--- src/rtl/reg_pipe_chain.sv ---
// Configurable-latency register chain with per-beat valid, clock enable, flush and a
// runtime output tap (tap 0 = bypass). Define REG_PIPE_OCC_EN to add the occ popcount port.
module reg_pipe_chain #(
    parameter int unsigned N            = 18,
    parameter int unsigned DEPTH        = 4,
    parameter int unsigned TW           = 5,
    parameter bit          ZERO_INVALID = 1'b0
) (
    input  logic          CLK,
    input  logic          rst,
    input  logic          ENABLE,
    input  logic          flush,
    input  logic [TW-1:0] tap_sel,
    input  logic          in_valid,
    input  logic [N-1:0]  in,
    output logic [N-1:0]  out,
    output logic          out_valid
`ifdef REG_PIPE_OCC_EN
    ,
    output logic [TW-1:0] occ
`endif
);

    if (DEPTH == 0) begin : g_bypass
        assign out       = in;
        assign out_valid = in_valid;
`ifdef REG_PIPE_OCC_EN
        assign occ       = '0;
`endif
    end else begin : g_chain
        logic [N-1:0]     s_q [DEPTH];
        logic [N-1:0]     s_d [DEPTH];
        logic [DEPTH-1:0] v_q;
        logic [DEPTH-1:0] v_d;
        logic [TW-1:0]    tap_eff;

        // Shift on enable; flush overrides and discards the incoming beat.
        always_comb begin
            s_d = s_q;
            v_d = v_q;
            if (flush) begin
                for (int k = 0; k < int'(DEPTH); k++) begin
                    s_d[k] = '0;
                end
                v_d = '0;
            end else if (ENABLE) begin
                v_d[0] = in_valid;
                s_d[0] = (ZERO_INVALID && !in_valid) ? '0 : in;
                for (int k = 1; k < int'(DEPTH); k++) begin
                    v_d[k] = v_q[k-1];
                    s_d[k] = (ZERO_INVALID && !v_q[k-1]) ? '0 : s_q[k-1];
                end
            end
        end

        always_ff @(posedge CLK or posedge rst) begin
            if (rst) begin
                for (int k = 0; k < int'(DEPTH); k++) begin
                    s_q[k] <= '0;
                end
                v_q <= '0;
            end else begin
                s_q <= s_d;
                v_q <= v_d;
            end
        end

        // Taps beyond the physical depth read the last stage.
        assign tap_eff = (tap_sel > TW'(DEPTH)) ? TW'(DEPTH) : tap_sel;

        always_comb begin
            out       = in;
            out_valid = in_valid;
            for (int k = 1; k <= int'(DEPTH); k++) begin
                if (tap_eff == TW'(k)) begin
                    out       = s_q[k-1];
                    out_valid = v_q[k-1];
                end
            end
        end

`ifdef REG_PIPE_OCC_EN
        always_comb begin
            occ = '0;
            for (int k = 1; k <= int'(DEPTH); k++) begin
                if ((TW'(k) <= tap_eff) && v_q[k-1]) begin
                    occ = occ + TW'(1);
                end
            end
        end
`endif
    end

endmodule

--- config.mk ---
export PLATFORM = sky130hd
export DESIGN_NAME = reg_pipe_chain
export DESIGN_NICKNAME = d
export VERILOG_FILES = /design/src/rtl/reg_pipe_chain.sv
export SDC_FILE = /design/constraint.sdc
export NUM_CORES = 1
export LEC_CHECK = 0
export ABC_CLOCK_PERIOD_IN_PS = 3400
export CORE_MARGIN = 4
export CORE_UTILIZATION = 45
export DETAILED_ROUTE_END_ITERATION = 16
export PLACE_DENSITY = 0.68
export SLEW_MARGIN = 20
export SYNTH_ARGS = -nofsm -noshare
export SYNTH_HDL_FRONTEND = slang
export SYNTH_SLANG_ARGS = --single-unit
--- constraint.sdc ---
create_clock -name CLK -period 3.4 [get_ports CLK]
set_input_delay 0.68 -clock CLK [delete_from_list [all_inputs] [get_ports CLK]]
set_output_delay 0.68 -clock CLK [all_outputs]
set_load 0.05 [all_outputs]
======== After elaboration in Yosys (flattened, before gate mapping) ========
Index checks and enable logic that the tools add are counted.
W data, S select, Z words.
operators by class
  equal/unequal tests ..................... 4
  mux-type cells .......................... 13
  reductions and logical operators ........ 1
  $lt $le $gt $ge ......................... 1
operator list
  cell                  number
  $mux W72              2
  $mux W18              4
  $eq A5 B2 Y1 const B  2
  $mux W4               2
  $eq A5 B1 Y1 const B  1
  $eq A5 B3 Y1 const B  1
  $gt A5 B3 Y1 const B  1
  $mux W5               1
  $mux W1               4
  $reduce_bool A2 Y1    1
storage, ports and cells
  bits in registers ....................... 76
  logic and storage cells ................. 24
  output and inout bits ................... 19
  input bits .............................. 28

======== Depth between registers and ports, before layout ========
  word-level depth ........................ 7
  mapped depth ............................ 5
  depth with buffers taken out ............ 3

======== Least setup slack after synthesis ========
No wires, ideal clock.
  path type ............................... input to output
  start point ............................. input port tap_sel[4]
  end point ............................... output port out[10]
  slack ................................... 814 ps
  data arrival time ....................... 1906 ps
  stages .................................. 5
  cells stage by stage .................... or3_1 -> buf_6 -> buf_8 -> a211oi_2 -> a22o_1
on the way
  word-level cells in the longest chain between the ends .. 7
ends and longest elaborated chain
  element                RTL line  source
  from (decl)            13        input logic [TW-1:0] tap_sel,
  $gt A5 B3 Y1           69        assign tap_eff = (tap_sel > TW'(DEPTH)) ? TW'(DEPTH) : tap_sel;
  $mux W5 (*)            69
  $eq A5 B1 Y1           75        if (tap_eff == TW'(k)) begin
  $mux W18 (3 in a row)  75
  $mux W18 (*)           75
  to (decl)              16        output logic [N-1:0] out,
Mark *: on every way between the ends. The rest lies on a longest branch, timed or not.

======== Worst setup path in the final report ========
  start point ............................. input port tap_sel[4]
  end point ............................... output port out[0]
The elaborated chain is that of the path after synthesis.

==> results_dict.tcl <==
set metrics [dict create \
    status "complete, no violations" \
    fin_setup_tns_ns 0 \
    maxCapViolations 0 \
    cts-root-buf "clkbuf_8" \
    cts.sinks 76 \
    crit_required_ns 2.72 \
    min_period_ns 3.04 \
    rsz0062_at_grt "false" \
    wl_met2_mm 3.77 \
    syn-cell-area_sq_um 3930 \
    holdBufCountCts 0 \
    fillCellCount 708 \
    gr-usage-all-layers_pct 16.9 \
    finalPower_mw 1.91 \
    whs_path_depth 2 \
    setup_viol 0 \
    r2r-start "g_chain.s_q[57]" \
    hold_start "g_chain.s_q[12]" \
    final_util_pct 57.6 \
    rrSetupSlack_ns 2.63 \
    via_per_inst 5.48 \
    drt_iter0_drc 124 \
    rows 33 \
    dieArea_sq_um 10300 \
    critPathKind "in -> out" \
    portBuffers 46 \
    firstDrtPassIters 4 \
    drc 0 \
    vias 2740 \
    syn_avg_cell_area_sq_um 11.1 \
    h-tree-depth 3 \
    final_nets 418 \
    wl_met3_microns 229 \
    postCtsSetupRepairBufs 0 \
    r2r_cells 2 \
    clkTransAtPathRegs_ns 0.07 \
    max_freq_mhz 329 \
    critPathMaxFanout 34 \
    synth.distinct_cells 19 \
    wl_mm 8.11 \
    final_antenna_net_count 0 \
    cts_tree "done" \
    antennaDiodeCount 0 \
    arrival_ns 2.36 \
    insertion_delay_ns 0.34 \
    ys_ff_latch 76 \
    grt_pass1_wl_mm 13.7 \
    die_height_microns 101 \
    finalHoldViolCount 0 \
    powerDensity_nw_per_um2 397 \
    max-vdd-ir-drop_uv 175 \
    p_leak_nw 2.28 \
    crit_path_end_kind "primary output" \
    ys_seq_area_share_pct 48.4 \
    syn_nets 382 \
    die_width_microns 101 \
    area_growth_pct 22.3 \
    fin_worst_skew_ns 0.00868 \
    gp_congestion 0.762 \
    coreArea_sq_um 8340 \
    grt_antenna_before_repair 0 \
    slew_viol_final 0 \
    drive_above_1_share_pct 15.9 \
    yosys.area.top_type "dfrtp_1" \
    pre_cts_ws_ns 0.386 \
    clockBufferDepth 2 \
    ctsResizeCount 0 \
    hold_end "g_chain.s_q[12]" \
    startpoint_type "input pin" \
    hold_path.class "reg -> reg" \
    yosysWarnings 0 \
    worst_slack_ns 0.359 \
    dp_hpwl_mm 4.98 \
    grt_pass1_vias 2759 \
    cts_made_buffers 9 \
    syn_inst 354 \
    r2r-end "g_chain.s_q[39]" \
    wl_per_cell_microns 16.2 \
    yosysTopAreaCellShare_pct 48.4 \
    placed_area_sq_um 4610 \
    grt_max_degree 77 \
    final_cell_area_sq_um 4810 \
    worst_pin_slew_ns 0.794 \
    start_util_pct 47.1 \
    io_pins 47 \
    synth_area_leaders "dfrtp_1, mux2i_1, nor2_1" \
    wl_met1_mm 3.96 \
    slew-limit-headroom_pct 47.0 \
    fin_crit_sh_pct 89.4 \
    routed.top_layer "met4" \
    overflow 0 \
]
==> state kept, by name (all words and copies together) (netlist names) <==
| name | cells |
|---|---|
| g_chain.v_q | 4 |
| g_chain.s_q | 72 |
==> power by group <==
group | internal, mW | switching, mW | leakage (nW)
clock | 0.362 | 0.322 | 0.0938
sequential | 0.929 | 0.0187 | 1.04
combinational | 0.124 | 0.154 | 1.14
==> area by class of cell <==
class,count,area [sq um],area share [%]
clock buffer,13,149,3.10
inverter,1,3.75,0.0781
clock inverter,3,46.3,0.963
timing repair buffer,56,733,15.3
sequential,76,1900,39.6
multi-input combinational,246,1840,38.3
tap,105,131,2.73
==> synthesized netlist by cell type (all sizes together) <==
cell type  number
nand2          12
buf            22
nor2           76
or3             1
nor3           16
inv             1
a211oi         15
nand3b         15
a22o           15
clkbuf          9
dfrtp          76
mux2i          91
mux4            4
and2b           1
==> stage by stage <==
stage / hold slack, ns / std cells
after global routing: 0.551 / 500
after CTS: 0.534 / 500
final: 0.525 / 500
after detailed placement: 0.515 / 484
after floorplan: 0.486 / 354
after global placement: 0.504 / 484
==> logic make-up after synthesis <==
logic type | after synthesis | synth area share [%]
DFF | 76 | 48.4
muxes | 95 | 25.5
and+or+nand+nor | 121 | 13.8
AOI/OAI and AO/OA | 30 | 7.61
buffers and inverters | 32 | 4.77
==> layer usage <==
metal | GRT usage [%] | vias to the layer above
met5 | 0 | -
met2 | 26.5 | 33
met4 | 7.06 | 0
met3 | 2.82 | 10
li1 | - | 1321
met1 | 23.2 | 1376
==> worst max path at each step <==
stage	startpoint	end	slack [ns]
2_1_floorplan	rst	g_chain.s_q[0]	0.78
3_3_place_gp	tap_sel[4]	out_valid	0.39
3_5_place_dp	tap_sel[4]	out_valid	0.39
4_1_cts	tap_sel[4]	out[0]	0.36
5_1_grt	tap_sel[4]	out[0]	0.26
6_report	tap_sel[4]	out[0]	0.36
==> worst max-delay path, cell delays in order <==
cell and delay (ns):
clkdlybuf4s50_1 0.43, or3_1 0.38, buf_4 0.27, a211oi_1 0.22, a22o_1 0.21, buf_12 0.15
==> layout by cell type, fill, tap and decap left out <==
cell type / n
inv_2: 1
clkinvlp_4: 1
nand3b_1: 15
or3_1: 1
buf_12: 21
dfrtp_1: 76
clkdlybuf4s50_1: 23
bufinv_16: 1
a22o_1: 15
a211oi_1: 4
a211oi_2: 11
nor2_1: 76
clkbuf_1: 3
mux2i_1: 91
mux4_2: 4
nor3_1: 15
clkinv_4: 1
and2b_1: 1
buf_4: 9
buf_2: 3
nand2_1: 12
clkbuf_8: 10
nor3_2: 1
(Power assumes the default switching activity.)
